[src/rtl/fp_accumulator.sv]
// Sums TERMS single-precision products (sign/exp/frac from fpMul) into one IEEE-754 result.
// Latency: 3 clk per term (ALIGN, ADD, NORM); out_valid pulses in the DONE cycle after the last term.
// Backpressure: in_ready is high only in IDLE; upstream holds its product until accepted.
module fp_accumulator #(
    parameter int TERMS = 9
) (
    input  logic        clk,
    input  logic        rst_n,
    input  logic        in_valid,
    output logic        in_ready,
    input  logic        in_sign,
    input  logic [7:0]  in_exponent,
    input  logic [22:0] in_prod,
    output logic        out_valid,
    output logic [31:0] out_sum,
    output logic        busy
);

    typedef enum logic [2:0] {
        S_IDLE,
        S_ALIGN,
        S_ADD,
        S_NORM,
        S_DONE
    } state_t;

    localparam logic [7:0] TERMS_W = TERMS[7:0];

    state_t      state;
    logic [7:0]  count;

    // running sum; exponent 255 marks a sticky infinity
    logic        acc_sign;
    logic [7:0]  acc_exp;
    logic [22:0] acc_frac;

    // product captured on accept
    logic        op_sign;
    logic [7:0]  op_exp;
    logic [22:0] op_frac;

    // align-stage registers
    logic [23:0] big_man_r;
    logic [23:0] small_man_r;
    logic        big_sign_r;
    logic        small_sign_r;
    logic [7:0]  al_exp_r;
    logic        inf_r;
    logic        inf_sign_r;

    // add-stage registers
    logic [24:0] sum_r;
    logic        sum_sign_r;

    // align-stage combinational results
    logic [23:0] a_man;
    logic [23:0] b_man;
    logic [7:0]  diff;
    logic [23:0] big_man_n;
    logic [23:0] small_man_n;
    logic        big_sign_n;
    logic        small_sign_n;
    logic [7:0]  al_exp_n;
    logic        acc_is_inf;
    logic        op_is_inf;
    logic        inf_n;
    logic        inf_sign_n;

    // add-stage combinational results
    logic [24:0] sum_n;
    logic        sum_sign_n;

    // norm-stage combinational results
    logic [4:0]  lz;
    logic        lz_found;
    logic [22:0] norm_frac;
    logic [9:0]  exp_dec;
    logic [8:0]  exp_inc;
    logic [31:0] res;

    assign in_ready = (state == S_IDLE);
    assign busy     = (state != S_IDLE) || (count != 8'd0);

    // Align: pick the larger-exponent operand and shift the other right; zero exponent means zero
    always_comb begin
        a_man        = (acc_exp == 8'd0) ? 24'd0 : {1'b1, acc_frac};
        b_man        = (op_exp == 8'd0)  ? 24'd0 : {1'b1, op_frac};
        diff         = 8'd0;
        big_man_n    = a_man;
        small_man_n  = b_man;
        big_sign_n   = acc_sign;
        small_sign_n = op_sign;
        al_exp_n     = acc_exp;
        if (acc_exp >= op_exp) begin
            diff         = acc_exp - op_exp;
            big_man_n    = a_man;
            small_man_n  = (diff >= 8'd25) ? 24'd0 : (b_man >> diff);
            big_sign_n   = acc_sign;
            small_sign_n = op_sign;
            al_exp_n     = acc_exp;
        end else begin
            diff         = op_exp - acc_exp;
            big_man_n    = b_man;
            small_man_n  = (diff >= 8'd25) ? 24'd0 : (a_man >> diff);
            big_sign_n   = op_sign;
            small_sign_n = acc_sign;
            al_exp_n     = op_exp;
        end
        // infinities bypass the datapath; opposite infinities resolve to +inf
        acc_is_inf = (acc_exp == 8'hFF);
        op_is_inf  = (op_exp == 8'hFF);
        inf_n      = acc_is_inf || op_is_inf;
        if (acc_is_inf) begin
            inf_sign_n = (op_is_inf && (op_sign != acc_sign)) ? 1'b0 : acc_sign;
        end else begin
            inf_sign_n = op_sign;
        end
    end

    // Add: signed-magnitude add/sub, result takes the sign of the larger magnitude
    always_comb begin
        sum_n      = 25'd0;
        sum_sign_n = big_sign_r;
        if (big_sign_r == small_sign_r) begin
            sum_n      = {1'b0, big_man_r} + {1'b0, small_man_r};
            sum_sign_n = big_sign_r;
        end else if (big_man_r >= small_man_r) begin
            sum_n      = {1'b0, big_man_r} - {1'b0, small_man_r};
            sum_sign_n = big_sign_r;
        end else begin
            sum_n      = {1'b0, small_man_r} - {1'b0, big_man_r};
            sum_sign_n = small_sign_r;
        end
    end

    // Norm: carry shifts right once, otherwise leading-one detect and shift left; truncate
    always_comb begin
        lz       = 5'd0;
        lz_found = 1'b0;
        for (int i = 23; i >= 0; i--) begin
            if (!lz_found && sum_r[i]) begin
                lz       = 5'(23 - i);
                lz_found = 1'b1;
            end
        end
        norm_frac = sum_r[22:0] << lz;
        exp_dec   = {2'b00, al_exp_r} - {5'b00000, lz};
        exp_inc   = {1'b0, al_exp_r} + 9'd1;
        res       = 32'd0;
        if (inf_r) begin
            res = {inf_sign_r, 8'hFF, 23'd0};
        end else if (sum_r == 25'd0) begin
            res = 32'd0;
        end else if (sum_r[24]) begin
            if (exp_inc >= 9'd255) begin
                res = {sum_sign_r, 8'hFF, 23'd0};
            end else begin
                res = {sum_sign_r, exp_inc[7:0], sum_r[23:1]};
            end
        end else if (exp_dec[9] || (exp_dec == 10'd0)) begin
            res = 32'd0;
        end else begin
            res = {sum_sign_r, exp_dec[7:0], norm_frac};
        end
    end

    // Control FSM and all datapath registers
    always_ff @(posedge clk or negedge rst_n) begin
        if (!rst_n) begin
            state        <= S_IDLE;
            count        <= 8'd0;
            acc_sign     <= 1'b0;
            acc_exp      <= 8'd0;
            acc_frac     <= 23'd0;
            op_sign      <= 1'b0;
            op_exp       <= 8'd0;
            op_frac      <= 23'd0;
            big_man_r    <= 24'd0;
            small_man_r  <= 24'd0;
            big_sign_r   <= 1'b0;
            small_sign_r <= 1'b0;
            al_exp_r     <= 8'd0;
            inf_r        <= 1'b0;
            inf_sign_r   <= 1'b0;
            sum_r        <= 25'd0;
            sum_sign_r   <= 1'b0;
            out_valid    <= 1'b0;
            out_sum      <= 32'd0;
        end else begin
            case (state)
                S_IDLE: begin
                    if (in_valid) begin
                        op_sign <= in_sign;
                        op_exp  <= in_exponent;
                        op_frac <= in_prod;
                        state   <= S_ALIGN;
                    end
                end
                S_ALIGN: begin
                    big_man_r    <= big_man_n;
                    small_man_r  <= small_man_n;
                    big_sign_r   <= big_sign_n;
                    small_sign_r <= small_sign_n;
                    al_exp_r     <= al_exp_n;
                    inf_r        <= inf_n;
                    inf_sign_r   <= inf_sign_n;
                    state        <= S_ADD;
                end
                S_ADD: begin
                    sum_r      <= sum_n;
                    sum_sign_r <= sum_sign_n;
                    state      <= S_NORM;
                end
                S_NORM: begin
                    acc_sign <= res[31];
                    acc_exp  <= res[30:23];
                    acc_frac <= res[22:0];
                    count    <= count + 8'd1;
                    if ((count + 8'd1) == TERMS_W) begin
                        out_sum   <= res;
                        out_valid <= 1'b1;
                        state     <= S_DONE;
                    end else begin
                        state <= S_IDLE;
                    end
                end
                S_DONE: begin
                    out_valid <= 1'b0;
                    acc_sign  <= 1'b0;
                    acc_exp   <= 8'd0;
                    acc_frac  <= 23'd0;
                    count     <= 8'd0;
                    state     <= S_IDLE;
                end
                default: begin
                    state <= S_IDLE;
                end
            endcase
        end
    end

endmodule

[config.mk]
export PLATFORM = sky130hd
export DESIGN_NAME = fp_accumulator
export DESIGN_NICKNAME = d
export VERILOG_FILES = /design/src/rtl/fp_accumulator.sv
export SDC_FILE = /design/constraint.sdc
export NUM_CORES = 1
export LEC_CHECK = 0
export CORE_ASPECT_RATIO = 1.25
export CORE_UTILIZATION = 55
export CTS_BUF_LIST = sky130_fd_sc_hd__clkbuf_4 sky130_fd_sc_hd__clkbuf_8
export CTS_CLUSTER_SIZE = 12
export DETAILED_ROUTE_END_ITERATION = 6
export DONT_BUFFER_PORTS = 1
export PLACE_DENSITY = 0.69
export SLEW_MARGIN = 5
export SYNTH_ARGS = -nofsm -noshare
export SYNTH_HDL_FRONTEND = slang
export SYNTH_SLANG_ARGS = --single-unit
[constraint.sdc]
create_clock -name clk -period 7.58 [get_ports clk]
set_clock_uncertainty 0.1 [all_clocks]
set_input_delay 1.516 -clock clk [delete_from_list [all_inputs] [get_ports clk]]
set_output_delay 1.516 -clock clk [all_outputs]
set_load 0.01 [all_outputs]
### Word-level counts from Yosys, hierarchy flattened

Index checks and enable logic that the tools add are counted.

* output and inout port bits: 35
* bits of input ports: 35
* word-level logic and storage cells: 182
* bits in registers: 194

* add/subtract/negate cells: 8
* shift operators: 3
* magnitude comparators: 5
* equal/unequal tests: 11
* reductions and logical operators: 61
* muxes and demuxes: 75

Operator list (number)
* 2-to-1 mux 24 bit: 6
* 2-to-1 mux 32 bit: 4
* 2-to-1 mux 5 bit: 22
* 2-to-1 mux 25 bit: 2
* subtractor 24 x 24 -> 25 bit: 2
* right shift 24 x 8 -> 24 bit: 2
* case mux 23 bit (2 select lines): 1
* case mux 8 bit (2 select lines): 2
* 2-to-1 mux 1 bit: 31
* 2-to-1 mux 31 bit: 1
* adder 24 x 24 -> 25 bit: 1
* zero test 25 bit: 1
* >= comparator 24 bit: 1
* logical AND 1 bit: 24
* zero test 1 bit: 23
* << shifter 23 x 5 -> 23 bit: 1
* == test 8 bit, second input constant: 2
* >= comparator 8 x 5 -> 1 bit, second input constant: 2
* zero test 8 bit: 2
* subtractor 8 bit: 2
* case mux 3 bit (4 select lines): 1
* zero test 10 bit: 1
* adder 8 x 1 -> 9 bit, second input constant: 1
* >= comparator 9 x 8 -> 1 bit, second input constant: 1
* 19 further kinds: 27

### Depth between registers and ports, before layout

* depth in word-level cells: 78
* mapped depth: 23
* mapped depth without buffers: 18

### Least setup slack after synthesis

No wires, ideal clock.

* path type: register to register
* from: reg sum_r[15]
* to: reg acc_frac[14]
* cell stages (with the launch flop): 22
* setup slack: 2895 ps
* arrival: 4464 ps
* clock period less this slack: 4685 ps
* library setup time: 122 ps
* cell sequence: dfrtp_1 -> buf_6 -> or4_4 -> nor4_4 -> and3_4 -> a32oi_4 -> o21ai_4 -> inv_6 -> buf_6 -> buf_6 -> ha_1 -> fa_1 -> nor2b_1 -> o21ai_0 -> nand2b_1 -> xor2_1 -> nor3_1 -> a22o_1 -> clkbuf_1 -> nor2_1 -> a221o_1 -> a32o_1

* longest elaborated chain between the ends: 55
* elaborated cells between the ends (all ways): 73
* those cells by class: add/sub: 1; shift: 1; mux: 37; reduce/logical: 34

Ends and longest elaborated chain
* start, declared: RTL line 52 `logic [24:0] sum_r;`
* start signal, assigned: RTL line 210 `sum_r <= sum_n;`
* logical AND 1 bit: RTL line 141 `if (!lz_found && sum_r[i]) begin`
* 2-to-1 mux 1 bit: RTL line 141
* zero test 1 bit: RTL line 141
* logical AND 1 bit: RTL line 141
* 2-to-1 mux 1 bit: RTL line 141
* zero test 1 bit: RTL line 141
* logical AND 1 bit: RTL line 141
* 2-to-1 mux 1 bit: RTL line 141
* [39 not listed]
* subtractor 8 x 5 -> 9 bit: RTL line 147 `exp_dec = {2'b00, al_exp_r} - {5'b00000, lz};`
* zero test 10 bit: RTL line 160 `end else if (exp_dec[9] || (exp_dec == 10'd0)) begin`
* logical OR 1 bit: RTL line 160
* 2-to-1 mux 32 bit: RTL line 160
* 2-to-1 mux 32 bit: RTL line 154 `end else if (sum_r[24]) begin`
* 2-to-1 mux 32 bit (*): RTL line 152 `end else if (sum_r == 25'd0) begin`
* 2-to-1 mux 32 bit (*): RTL line 150 `if (inf_r) begin`
* case mux 23 bit (2 select lines) (*): RTL line 190 `case (state)`
* end signal, assigned: RTL line 217 `acc_frac <= res[22:0];`
* end, declared: RTL line 35 `logic [22:0] acc_frac;`

Every way passes the cells marked *; elsewhere a longest branch is shown, timed or not.
A chain may end at the register's enable or synchronous reset.

### Worst setup path after layout

* from: reg sum_r[19]
* to: reg acc_frac[2]

* longest elaborated chain between the ends: 67
* elaborated cells between the ends (all ways): 88
* those cells by class: add/sub: 1; shift: 1; mux: 44; reduce/logical: 42

Ends and longest elaborated chain (RTL line)
* logical AND 1 bit: 141
* 2-to-1 mux 1 bit: 141
* zero test 1 bit: 141
* logical AND 1 bit: 141
* 2-to-1 mux 1 bit: 141
* zero test 1 bit: 141
* logical AND 1 bit: 141
* 2-to-1 mux 1 bit: 141
* [51 not listed]
* subtractor 8 x 5 -> 9 bit: 147
* zero test 10 bit: 160
* logical OR 1 bit: 160
* 2-to-1 mux 32 bit: 160
* 2-to-1 mux 32 bit: 154
* 2-to-1 mux 32 bit (*): 152
* 2-to-1 mux 32 bit (*): 150
* case mux 23 bit (2 select lines) (*): 190

Marked as above.

==> results.json <==
{
  "outcome": "complete, no violations",
  "yosys_register_bits": 194,
  "drt-pass1-iter-count": 6,
  "core_um2": 29300,
  "ant_nets": 0,
  "synth_nets": 2197,
  "drv_cap": 0,
  "finalNetCount": 2104,
  "clockBufferDepth": 2,
  "num_io_pins": 70,
  "yosysMostFrequentCell": "nand2_1",
  "hold_path_class": "reg -> reg",
  "postCtsSetupBuffers": 0,
  "fin_crit_sh_pct": 77.8,
  "netlist.area_leader.share_pct": 29.6,
  "crit_path_end_kind": "flip-flop",
  "routed.top_layer": "met5",
  "cts-htree-levels": 4,
  "diodes": 0,
  "finalSetupViolCount": 0,
  "period_needed_ns": 5.89,
  "die_h_um": 195,
  "grt_pass1_wl_um": 88000,
  "ys_seq_area_share_pct": 29.6,
  "fin_hold_ws_ns": 0.405,
  "start_util_pct": 56.0,
  "grt.total_usage_pct": 38.1,
  "max_freq_ghz": 0.170,
  "synthArstFlopShare_pct": 100,
  "r2r_slack_ns": 1.69,
  "io_buffers": 0,
  "die_w_um": 156,
  "holdPathEnd": "sum_sign_r$_DFFE_PN0P_",
  "crit_arrival_ns": 6.18,
  "worst_setup_hold_path_clk_slew_ns": 0.11,
  "cts_tree": "built",
  "hold_path.startpoint": "sum_sign_r$_DFFE_PN0P_",
  "syn-cell-area_um2": 16400,
  "hold_buffers": 0,
  "whs_path_depth": 2,
  "tightest_slew_ns": 1.15,
  "dp_slack_ns": 1.88,
  "crit_chain": "nor4_1, and4_1, nand3_1, nand2_1, inv_1, ha_1, nor2b_1, o21ai_0, nand2b_1, xor2_1, nor3_1, a22o_1, nor2_1, a22oi_1, nor2_1, a22o_1",
  "yosysWarningCount": 0,
  "hold_viol_final": 0,
  "r2r_start": "sum_r[19]$_DFFE_PN0P_",
  "criticalPathCategory": "reg -> reg",
  "reg2reg_to": "acc_frac[2]$_DFFE_PN0P_",
  "cts_buffers": 17,
  "synth-edff-count": 0,
  "insertion_delay_ns": 0.51,
  "cts_root_buf": "clkbuf_8",
  "via_count": 15894,
  "rows": 70,
  "synth-main-ff-cell": "dfrtp_1",
  "grt-ovfl-total": 0,
  "antenna_found_initial": 1,
  "synth_commonest_cells": "nand2_1, o21ai_0, dfrtp_1",
  "vias_per_cell": 6.70,
  "crit_slowest_cell": "nand2_1",
  "grt_max_degree": 195,
  "layout-drive-gt1-share_pct": 7.79,
  "slew_violations": 0,
  "grt_setup_unrepaired": "no",
  "synthDistinctLibCells": 83,
  "area_delta_synth_final_pct": 3.67,
  "drc": 0,
  "met1_length_um": 23500,
  "clock-sinks": 194,
  "die_area_um2": 30500,
  "wl_met3_um": 4800,
  "crit_path_max_incr_delay_ns": 0.68,
  "start_kind": "flip-flop",
  "drt_iter0_markers": 1690,
  "drt-wirelength-per-cell_um": 24.2,
  "synth_area_leaders": "dfrtp_1, ha_1, o21ai_0",
  "grt_pass1_vias": 14872,
  "tns_ns": 0,
  "path_max_fanout": 23,
  "avgSynthCellArea_um2": 7.96,
  "cts_resized": 0,
  "required_ns": 7.87,
  "postSynthCellCount": 2058,
  "yosys.area.top_type": "dfrtp_1",
  "slew_headroom_pct": 22.7,
  "reg2reg_depth": 16,
  "dpl.hpwl_um": 43600,
  "wl_met2_um": 25500,
  "worst_slack_ns": 1.69,
  "drt-total-wl_um": 57500,
  "globalplace.congestion": 1.01
}
sequential cells by signal, indices dropped and copies added, names as in the netlist, 3 cells and up:
signal	flops
big_man_r	24
al_exp_r	8
acc_frac	23
state	3
op_frac	23
count	8
small_man_r	24
sum_r	25
out_sum	32
acc_exp	8
op_exp	8
worst max-delay path by stage:
stage                     cells past startpoint             startpoint  slack, ns                        to
after floorplan                              21  sum_r[15]$_DFFE_PN0P_       2.89  acc_frac[14]$_DFFE_PN0P_
after global placement                       15  sum_r[18]$_DFFE_PN0P_       2.04   out_sum[29]$_DFFE_PN0P_
after detailed placement                     16  sum_r[18]$_DFFE_PN0P_       1.88   acc_frac[8]$_DFFE_PN0P_
after CTS                                    16  sum_r[19]$_DFFE_PN0P_       1.83   acc_frac[8]$_DFFE_PN0P_
after global routing                         16  sum_r[19]$_DFFE_PN0P_       1.42   acc_frac[8]$_DFFE_PN0P_
final                                        16  sum_r[19]$_DFFE_PN0P_       1.69   acc_frac[2]$_DFFE_PN0P_
layout make-up:
type | count | area, µm²
timing repair buffer | 31 | 233
fill | 2831 | 12300
inverter | 114 | 433
clock inverter | 13 | 135
multi-input combinational | 1607 | 10600
clock buffer | 19 | 249
tap | 396 | 495
sequential | 194 | 4850
cell families after synthesis:
group	Yosys count	synth area share, %
compound gates	701	27.4
xor+xnor	46	2.46
fa+ha+maj	104	8.22
buf+inv	257	6.09
flops	194	29.6
mux	130	9.04
simple gates	626	17.1
worst max-delay path, delay by kind of cell (launching register included):
kind	cells	cell delay (ns)
and+or+nand+nor	9	2.71
AOI/OAI and AO/OA	4	1.28
buffers and inverters	1	0.53
DFF	1	0.48
adders and majority gates	1	0.48
xor gates and xnor gates	1	0.17
through the flow:
step	cells	instance area [µm²]	utilization, %
4_1_cts	2374	17000	58.1
3_5_place_dp	2342	16600	56.8
5_1_grt	2374	17000	58.1
2_1_floorplan	2058	16400	-
3_3_place_gp	2342	16600	56.8
6_report	2374	17000	58.1
metal layers:
layer,vias up,track usage [%]
met5,-,0
met4,2,22.8
met3,168,5.84
met2,839,58.0
met1,7639,51.1
li1,7246,-
placed cells by master, fill, tap and decap left out, drive strengths merged, types with 27 or more instances in the layout:
cell      n
nand3    43
o21ai   210
mux2     48
inv     120
ha       98
o211ai   27
dfrtp   194
nor3     37
mux2i    73
a21oi   176
nand2   273
nor2    155
a21o     32
buf      31
a221oi   35
Power is left out: the tool's default activity adds up to more than one toggle a clock period on the data nets, which glitch-free logic cannot reach.
